===== config.mk =====
export PLATFORM = sky130hd
export DESIGN_NAME = ts_stream_scheduler
export DESIGN_NICKNAME = d
export VERILOG_FILES = /design/src/rtl/ts_stream_scheduler.sv
export SDC_FILE = /design/constraint.sdc
export NUM_CORES = 1
export LEC_CHECK = 0
export CAP_MARGIN = 5
export CORE_AREA = 2 2 79 81
export CTS_CLUSTER_SIZE = 8
export DETAILED_ROUTE_END_ITERATION = 12
export DIE_AREA = 0 0 81 83
export PLACE_DENSITY = 0.74
export SYNTH_ARGS = -nofsm -noshare
export SYNTH_HDL_FRONTEND = slang
export SYNTH_SLANG_ARGS = --single-unit

===== constraint.sdc =====
create_clock -name clk2 -period 1.6 [get_ports clk2]
set_input_delay 0.16 -clock clk2 [delete_from_list [all_inputs] [get_ports clk2]]
set_output_delay 0.16 -clock clk2 [all_outputs]
set_load 0.005 [all_outputs]

===== src/rtl/ts_stream_scheduler.sv =====
// ts_stream_scheduler: packet-granular round-robin scheduler over 4 TS stream FIFOs with null-packet fill
module ts_stream_scheduler #(
  parameter int PKT_LEN = 188,
  parameter int DIV     = 4
) (
  input  logic        clk2,
  input  logic        rst_n,
  input  logic        enable,
  input  logic        null_ins_en,
  input  logic [3:0]  pkt_avail,
  input  logic [31:0] fifo_data,
  output logic [3:0]  rd_en,
  output logic [1:0]  mux_ctrl,
  output logic [7:0]  ts_data,
  output logic        ts_valid,
  output logic        ts_sop,
  output logic        ts_eop,
  output logic        busy,
  output logic [15:0] null_cnt
);
  localparam int CW = $clog2(DIV);
  localparam int BW = $clog2(PKT_LEN);
  localparam logic [1:0] S_IDLE = 2'd0;
  localparam logic [1:0] S_SEND = 2'd1;
  localparam logic [1:0] S_NULL = 2'd2;
  logic [CW-1:0] div_q;
  logic [1:0]    state_q, state_d;
  logic [BW-1:0] byte_cnt_q, byte_cnt_d;
  logic [1:0]    last_q, last_d;
  logic [1:0]    mux_q, mux_d;
  logic [7:0]    data_q, data_d;
  logic          valid_q, valid_d, sop_q, sop_d, eop_q, eop_d;
  logic [15:0]   null_q, null_d;
  logic [1:0]    grant;
  logic [7:0]    null_byte;
  logic          tick, last_byte;
  assign tick      = div_q == CW'(DIV - 1);
  assign last_byte = byte_cnt_q == BW'(PKT_LEN - 1);
  assign null_byte = byte_cnt_q == BW'(0) ? 8'h47 :
                     byte_cnt_q == BW'(1) ? 8'h1F :
                     byte_cnt_q == BW'(3) ? 8'h10 : 8'hFF;
  // Descending scan so the nearest requester after last_q wins; k=4 lands on last_q itself.
  always_comb begin
    grant = last_q;
    for (int k = 4; k >= 1; k--)
      if (pkt_avail[2'(last_q + 2'(k))]) grant = 2'(last_q + 2'(k));
  end
  always_comb begin
    state_d    = state_q;
    byte_cnt_d = byte_cnt_q;
    last_d     = last_q;
    mux_d      = mux_q;
    data_d     = data_q;
    valid_d    = 1'b0;
    sop_d      = 1'b0;
    eop_d      = 1'b0;
    null_d     = null_q;
    if (tick && state_q == S_IDLE) begin
      if (enable && |pkt_avail) begin
        mux_d      = grant;
        byte_cnt_d = '0;
        state_d    = S_SEND;
      end else if (enable && null_ins_en) begin
        byte_cnt_d = '0;
        state_d    = S_NULL;
      end
    end else if (tick && (state_q == S_SEND || state_q == S_NULL)) begin
      data_d     = state_q == S_SEND ? fifo_data[{mux_q, 3'b000} +: 8] : null_byte;
      valid_d    = 1'b1;
      sop_d      = byte_cnt_q == '0;
      eop_d      = last_byte;
      byte_cnt_d = byte_cnt_q + 1'b1;
      if (last_byte) begin
        state_d = S_IDLE;
        last_d  = state_q == S_SEND ? mux_q : last_q;
        null_d  = state_q == S_NULL && null_q != 16'hFFFF ? null_q + 16'd1 : null_q;
      end
    end
  end
  always_ff @(posedge clk2) begin
    if (!rst_n) begin
      div_q      <= '0;
      state_q    <= S_IDLE;
      byte_cnt_q <= '0;
      last_q     <= 2'd3;
      mux_q      <= 2'd0;
      data_q     <= 8'd0;
      valid_q    <= 1'b0;
      sop_q      <= 1'b0;
      eop_q      <= 1'b0;
      null_q     <= 16'd0;
    end else begin
      div_q      <= tick ? '0 : div_q + 1'b1;
      state_q    <= state_d;
      byte_cnt_q <= byte_cnt_d;
      last_q     <= last_d;
      mux_q      <= mux_d;
      data_q     <= data_d;
      valid_q    <= valid_d;
      sop_q      <= sop_d;
      eop_q      <= eop_d;
      null_q     <= null_d;
    end
  end
  // Gated by rst_n so a reset cycle that lands on a tick cannot pop a FIFO.
  assign rd_en    = rst_n && tick && state_q == S_SEND ? 4'b0001 << mux_q : 4'b0000;
  assign mux_ctrl = mux_q;
  assign ts_data  = data_q;
  assign ts_valid = valid_q;
  assign ts_sop   = sop_q;
  assign ts_eop   = eop_q;
  assign busy     = state_q != S_IDLE;
  assign null_cnt = null_q;
endmodule


# Yosys cells after proc, flatten, opt, wreduce, memory -nomap -nowiden
# Index checks and enable logic that the tools add are counted.
# Widths: inputs -> output; s select.
# totals
regBits,43
latch_bits,0
ramBits,0
romBits,0
input_bits,40
output_inout_bits,34
n_memories,0
# classes
n_addsub,6
multipliers,0
div,0
n_lt_le_gt_ge,3
n_eq_ne,8
shift,2
n_mux,24
bitwise,3
reduce_logical,23
# op_table
operator,n
$mux 8,8
$shiftx 32x6->8,1
$add 16x1->16 const B,1
$mux 2,8
$ne 16x16->1 const B,1
$lt 2x3->1 const B,3
$add 8x1->8 const B,1
$eq 8x1->1 const B,1
$eq 8x2->1 const B,1
$eq 8x8->1 const B,1
$logic_not 8->1,1
$reduce_and 4->1,2
$logic_and 1x1->1,7
$bmux 1 s2,3
$reduce_and 2->1,3
$reduce_bool 2->1,3
$add 2x1->2 const B,2
$add 2x2->2 const B,2
$eq 2x2->1 const B,2
$mux 1,4
$mux 4,1
$reduce_or 2->1,2
$reduce_or 4->1,1
$shl 1x2->4 const A,1
7 further kinds,9

# Depth between registers and ports, before layout
# Gate-level depths: netlist of run 1.
# logic_depth
ltp_word,6
depth_mapped,8

# Worst setup path before layout of run 1
# Ideal clock, no wire load.
# synth_path
kind,register to register
startpoint,register state_q[0]
endpoint,register null_q[12] (netlist: null_cnt[12])
arrival_time_ns,1.650
slack_ns,-0.122
path_stages_with_launch,8
period_less_slack_ns,1.722
path_cell_list,dfxtp_1 -> inv_1 -> ha_1 -> and3b_2 -> nand4_4 -> nor3b_2 -> and3_1 -> mux2i_1
# synth_between
elab_chain_len,4
# synth_rtl
element,line,source
start: declaration,27,"logic [1:0] state_q, state_d;"
start signal: assignment,94,state_q <= state_d;
$eq 2x1->1 (tied with other cells),67,end else if (tick && (state_q == S_SEND || state_q == S_NULL)) begin
$logic_or 1x1->1 / $logic_and 1x1->1 (equally long branches),"67, 58",
$logic_and 1x1->1 / $not 1->1 (equally long branches),n/a,
$reduce_and 4->1 (no source line) *,n/a,
end signal: assignment,102,null_q <= null_d;
end: declaration,33,"logic [15:0] null_q, null_d;"
# Every way passes the cells marked *; elsewhere a longest branch is shown, timed or not.
# A chain may end at the register's enable or synchronous reset.

# Final worst setup path of run 1
# layout_path
startpoint,register state_q[1]
endpoint,register last_q[1]
# layout_between
elab_chain_len,4
# layout_rtl
element,line,source
$eq 2x1->1 (tied with other cells),"67, 75",
$logic_or 1x1->1 / $logic_and 1x1->1 (equally long branches),"67, 58",
$logic_and 1x1->1 / $not 1->1 (equally long branches),n/a,
$reduce_and 4->1 (no source line) *,n/a,
end signal: assignment,96,last_q <= last_d;
end: declaration,29,"logic [1:0] last_q, last_d;"
# Marked as above.

==> results_dict.tcl, run 1 <==
set metrics [dict create \
    dp.cells 446 \
    critical-path-max-stage-delay_ns 0.34 \
    synth_edf_count 0 \
    gp_congestion 0.770 \
    final_cells 465 \
    worst_setup_path_end_kind "flip-flop" \
    clock_latency_ns 0.30 \
    ios 74 \
    reg2reg_slack_ns -0.16 \
    diodes 0 \
    cp_cell_sequence "inv_2 > ha_4 > and3b_2 > buf_4 > buf_6 > buf_8 > and3_4 > buf_4 > nand3_1 > nand3_1" \
    hold_viol_final 0 \
    avgSynthCellArea_sq_um 8.99 \
    final_common_cell "clkdlybuf4s50_1" \
    htreeDepth 2 \
    grt_usage_pct 19.2 \
    critPathLaunch "state_q[1]$_SDFFE_PN0P_" \
    die_h_microns 83 \
    r2r_start "state_q[1]$_SDFFE_PN0P_" \
    ir_worst_vdd_v 0.000331 \
    slew_violations 0 \
    netlist_area_sq_um 2390 \
    cp.required_ns 1.76 \
    place_hpwl_mm 4.60 \
    viasPerCell 5.10 \
    path_class "flip-flop to flip-flop" \
    cts_buffer_depth 2 \
    grt_overflow_total 0 \
    crit_fanout 5 \
    wire_per_inst_microns 13.6 \
    die_area_sq_um 6720 \
    cts_hold_buf 0 \
    setup_violations 28 \
    layout-drive-gt1-share_pct 31.8 \
    place.port_buffers 73 \
    cts-root-buf "clkbuf_8" \
    reg2reg_depth 10 \
    powerDensity_nw_per_um2 542 \
    cts_tree "built" \
    synth_ff_type "dfxtp_1" \
    slew_headroom_pct 70.6 \
    grt_max_degree 47 \
    arrival_ns 1.92 \
    p_leak_nw 1.63 \
    vias 2370 \
    synthArstFlopShare_pct 0 \
    drt-total-wl_mm 6.32 \
    hold_class "input port to flip-flop" \
    syn_nets 314 \
    final_cell_mix "clkdlybuf4s50_1, buf_4, dfxtp_1" \
    antenna_found_initial 0 \
    dpl_worst_slack_ns -0.302 \
    nets 437 \
    coreArea_sq_um 5820 \
    max_freq_mhz 568 \
    grt_pass1_wl_mm 10.3 \
    cp-start-kind "flip-flop" \
    path_clk_slew_ns 0.07 \
    setup_slack_ns -0.161 \
    cts.sinks 43 \
    period_minus_slack_ns 1.76 \
    syn_inst 266 \
    start_util_pct 41.1 \
    num_rows 28 \
    violations "setup timing" \
    multi_input_area_sq_um 1590 \
    ys_seq_area_share_pct 36.0 \
    finalCritPeriodShare_pct 110 \
    die_w_microns 81 \
    status "finished, violations left" \
    ant_nets 0 \
    final_util_pct 66.5 \
    ys_types 47 \
    power_mw 2.10 \
    regArea_sq_um 871 \
    rsz0062_at_grt "true" \
    yosys_warnings 0 \
    maxCapViolCount 0 \
    crit_end "last_q[1]$_SDFFE_PN1P_" \
    area_growth_pct 61.6 \
    tightest_slew_ns 0.441 \
    reg2reg_to "last_q[1]$_SDFFE_PN1P_" \
    slowest_stage "dfxtp_2" \
    fin_skew_ns 0.00668 \
    fill_cells 505 \
    ys_ff_latch 43 \
    first_global_vias 2385 \
    post-route-drc-count 0 \
    cts_inserted_buffers 5 \
    drt_iter0_drc 45 \
    drt_first_pass_iters 4 \
]
[how the worst min path moves through the flow]
stage / start / endpoint / slack, ns / depth (start not counted)
2_1_floorplan: rst_n / ts_valid$_SDFF_PP0_ / 0.30 / 1
3_3_place_gp: div_q[0]$_SDFF_PP0_ / div_q[0]$_SDFF_PP0_ / 0.41 / 1
3_5_place_dp: div_q[0]$_SDFF_PP0_ / div_q[0]$_SDFF_PP0_ / 0.43 / 1
4_1_cts: div_q[0]$_SDFF_PP0_ / div_q[0]$_SDFF_PP0_ / 0.44 / 1
5_1_grt: pkt_avail[3] / state_q[1]$_SDFFE_PN0P_ / 0.46 / 4
6_report: pkt_avail[3] / state_q[0]$_SDFFE_PN0P_ / 0.44 / 5
[kinds of logic after synthesis]
group                    share of synthesized area (%)
AO/OA/AOI/OAI                                     11.9
XOR/XNOR                                          2.93
adder cells (fa/ha/maj)                           4.18
buffers and inverters                             4.24
flip-flops                                        36.0
multiplexers                                      12.6
AND/OR/NAND/NOR                                   28.2
[through the flow]
stage,area [sq um],hold slack [ns],TNS [ns]
floorplan,2430,0.297,-0.321
finish,3870,0.443,-1.67
detailed placement,3530,0.430,-4.01
CTS,3740,0.441,-1.17
global placement,3530,0.413,-2.94
global route,3870,0.463,-4.48
[sequential cells by signal, summed over array words and instances, names as in the netlist]
| signal | cells |
|---|---|
| byte_cnt_q | 8 |
| null_cnt | 16 |
| mux_ctrl | 2 |
| div_q | 2 |
| ts_data | 8 |
| state_q | 2 |
| ts_eop | 1 |
| last_q | 2 |
| ts_valid | 1 |
| ts_sop | 1 |
[cell type report]
| type | instances | share of cell area, % |
|---|---|---|
| multi-input combinational | 199 | 41.2 |
| timing repair buffer | 129 | 30.2 |
| sequential | 43 | 22.5 |
| clock buffer | 8 | 2.59 |
| tap | 75 | 2.43 |
| inverter | 11 | 1.07 |
[critical path, delay by kind of cell, from the launching register on]
| kind | cells | cell delay (ns) |
|---|---|---|
| flops | 1 | 0.34 |
| fa+ha+maj | 1 | 0.23 |
| simple gates | 4 | 0.52 |
| buf+inv | 5 | 0.54 |
[synth_stat cells (2+ instances only)]
cell type | number | area [sq um]
mux2i_1 | 12 | 120
xor2_1 | 5 | 43.8
nand2b_1 | 10 | 62.6
clkbuf_1 | 10 | 37.5
nor2b_1 | 5 | 31.3
nor2_1 | 14 | 52.6
and2_1 | 6 | 37.5
and3_1 | 12 | 75.1
dfxtp_1 | 43 | 861
nand2_1 | 32 | 120
mux4_2 | 8 | 180
and4_1 | 4 | 35.0
o21ai_0 | 8 | 40.0
nand3_1 | 9 | 45.0
o21a_1 | 2 | 15.0
inv_1 | 11 | 41.3
nor3_1 | 4 | 20.0
or4_1 | 3 | 22.5
xnor2_1 | 3 | 26.3
nand4_1 | 9 | 56.3
ha_1 | 8 | 100
a21boi_1 | 5 | 37.5
a21oi_1 | 17 | 85.1
a31oi_1 | 2 | 12.5
a211oi_1 | 2 | 15.0
[power by group]
part	internal, mW	total (mW)	leakage [nW]	switching (mW)
Clock	0.394	0.758	0.0515	0.364
Combinational	0.164	0.253	1.23	0.0895
Sequential	1.08	1.09	0.351	0.00638
[layer usage]
metal  track usage (%)  vias to the layer above  part of all wire, %
li1                  -                     1202                    -
met1              23.0                     1098                   42
met2              33.1                       66                   51
met3              4.78                        4                  5.7
met4              6.32                        0                 0.84
met5                 0                        -                    0
[what timing repair did]
item                       in CTS  in global routing
setup endpoints to repair      32                 38
gates resized for setup        32                 40
hold endpoints to repair        0                  0
cloned                          0                  0
setup buffers                   8                  5
pin swaps                      28                 22
No activity file was read; power rests on OpenSTA's default activity.
==> run 2, diff against run 1 <==
--- a/config.mk
+++ b/config.mk
@@ -10,6 +10,7 @@
 export CTS_CLUSTER_SIZE = 8
 export DETAILED_ROUTE_END_ITERATION = 12
 export DIE_AREA = 0 0 81 83
+export MAX_ROUTING_LAYER = met4
 export PLACE_DENSITY = 0.74
 export SYNTH_ARGS = -nofsm -noshare
 export SYNTH_HDL_FRONTEND = slang
==> results_dict.tcl, run 2 (synthesized netlist as in run 1, its figures left out) <==
set metrics [dict create \
    setup_violations 29 \
    drt-total-wl_mm 6.32 \
    fin_skew_ns 0.00465 \
    final_cell_mix "clkdlybuf4s50_1, buf_4, dfxtp_1" \
    grt_usage_pct 19.8 \
    powerDensity_nw_per_um2 544 \
    tightest_slew_ns 0.442 \
    max_freq_mhz 567 \
    largest_register_ffs 16 \
    vias 2370 \
    gp_congestion 0.780 \
    final_cell_area_sq_um 3870 \
    dp.cells 446 \
    maxCapViolCount 0 \
    wire_per_inst_microns 13.6 \
    final_cells 465 \
    layout-drive-gt1-share_pct 31.8 \
    ios 74 \
    drt_iter0_drc 43 \
    place.port_buffers 73 \
    cp.required_ns 1.77 \
    antenna_found_initial 0 \
    rsz0062_at_grt "true" \
    cp_cell_sequence "inv_2 > ha_4 > and3b_2 > buf_4 > buf_6 > buf_8 > and3_4 > buf_4 > nand3_1 > nand3_1" \
    die_area_sq_um 6720 \
    slew_violations 0 \
    coreArea_sq_um 5820 \
    finalCritPeriodShare_pct 110 \
    cts-root-buf "clkbuf_8" \
    grt_overflow_total 0 \
    grt_max_degree 47 \
    cts.sinks 43 \
    power_mw 2.10 \
    cts_inserted_buffers 5 \
    cp-start-kind "flip-flop" \
    htreeDepth 2 \
    ant_nets 0 \
    placed_area_sq_um 3530 \
    path_clk_slew_ns 0.08 \
    hold_class "input port to flip-flop" \
    num_rows 28 \
    diodes 0 \
    crit_fanout 5 \
    viasPerCell 5.10 \
    worst_setup_path_end_kind "flip-flop" \
    cp_top_family "buffers and inverters" \
    area_growth_pct 61.6 \
    cp_num_buf_inv 5 \
    ir_worst_vdd_v 0.000339 \
    final_common_cell "clkdlybuf4s50_1" \
    slew_headroom_pct 70.5 \
    nets 437 \
    p_leak_nw 1.63 \
    cts_tree "built" \
    die_w_microns 81 \
    fin_tns_setup_ns -1.74 \
    hold_viol_final 0 \
    status "finished, violations left" \
    place_hpwl_mm 4.60 \
    clock_latency_ns 0.30 \
    slowest_stage "dfxtp_2" \
    path_class "flip-flop to flip-flop" \
    cts_hold_buf 0 \
    violations "setup timing" \
    drt_first_pass_iters 4 \
    die_h_microns 83 \
    post-route-drc-count 0 \
    critical-path-max-stage-delay_ns 0.34 \
    first_global_vias 2393 \
    period_minus_slack_ns 1.76 \
    start_util_pct 41.1 \
    setup_slack_ns -0.163 \
    cts_buffer_depth 2 \
    grt_pass1_wl_mm 10.3 \
    arrival_ns 1.93 \
    final_util_pct 66.5 \
]
[run 2: path summary, 6_finish.rpt]
kind | cells past startpoint | slack, ns | to | startpoint
max | 10 | -0.16 | last_q[1]$_SDFFE_PN1P_ | state_q[1]$_SDFFE_PN0P_
min | 5 | 0.44 | state_q[0]$_SDFFE_PN0P_ | pkt_avail[3]
max reg2reg | 10 | -0.16 | last_q[1]$_SDFFE_PN1P_ | state_q[1]$_SDFFE_PN0P_
min reg2reg | 1 | 0.44 | div_q[0]$_SDFF_PP0_ | div_q[0]$_SDFF_PP0_
[run 2: worst min-delay path, cell delays in order]
cell	delay, ns
dlymetal6s2s_1	0.10
or4_4	0.16
nand2_2	0.09
o21ai_1	0.07
and2_1	0.12
[run 2: timing repair]
item	4_1_cts	5_1_grt
setup endpoints to repair	32	38
buffers inserted	8	5
resized for setup	32	40
gates cloned	0	0
pin swaps	28	22
[run 2: final cells by class]
class | instances | area (sq um)
fill | 505 | 1950
tap | 75 | 93.8
clock buffer | 8 | 100
inverter | 11 | 41.3
multi-input combinational | 199 | 1590
sequential | 43 | 871
timing repair buffer | 129 | 1170
[run 2: layer usage]
metal  vias to the layer above  global-route usage (%)  wire length [microns]
li1                       1200                       -                      -
met1                      1095                    23.2                   2660
met2                        69                    33.1                   3220
met3                         6                    4.46                    367
met4                         0                    6.32                     74
met5                         -                       -                      0
[run 2: where the power goes]
part           internal (mW)  leakage (nW)  switching (mW)
registers               1.08         0.351         0.00637
clock network          0.394        0.0515           0.370
logic                  0.164          1.23          0.0897
total                   1.64          1.63           0.466
[run 2: per-stage QoR]
stage | hold slack (ns) | setup WS, ns
after floorplan | 0.297 | -0.0475
after global placement | 0.413 | -0.233
after detailed placement | 0.430 | -0.302
after CTS | 0.441 | -0.102
after global routing | 0.463 | -0.215
final | 0.437 | -0.163
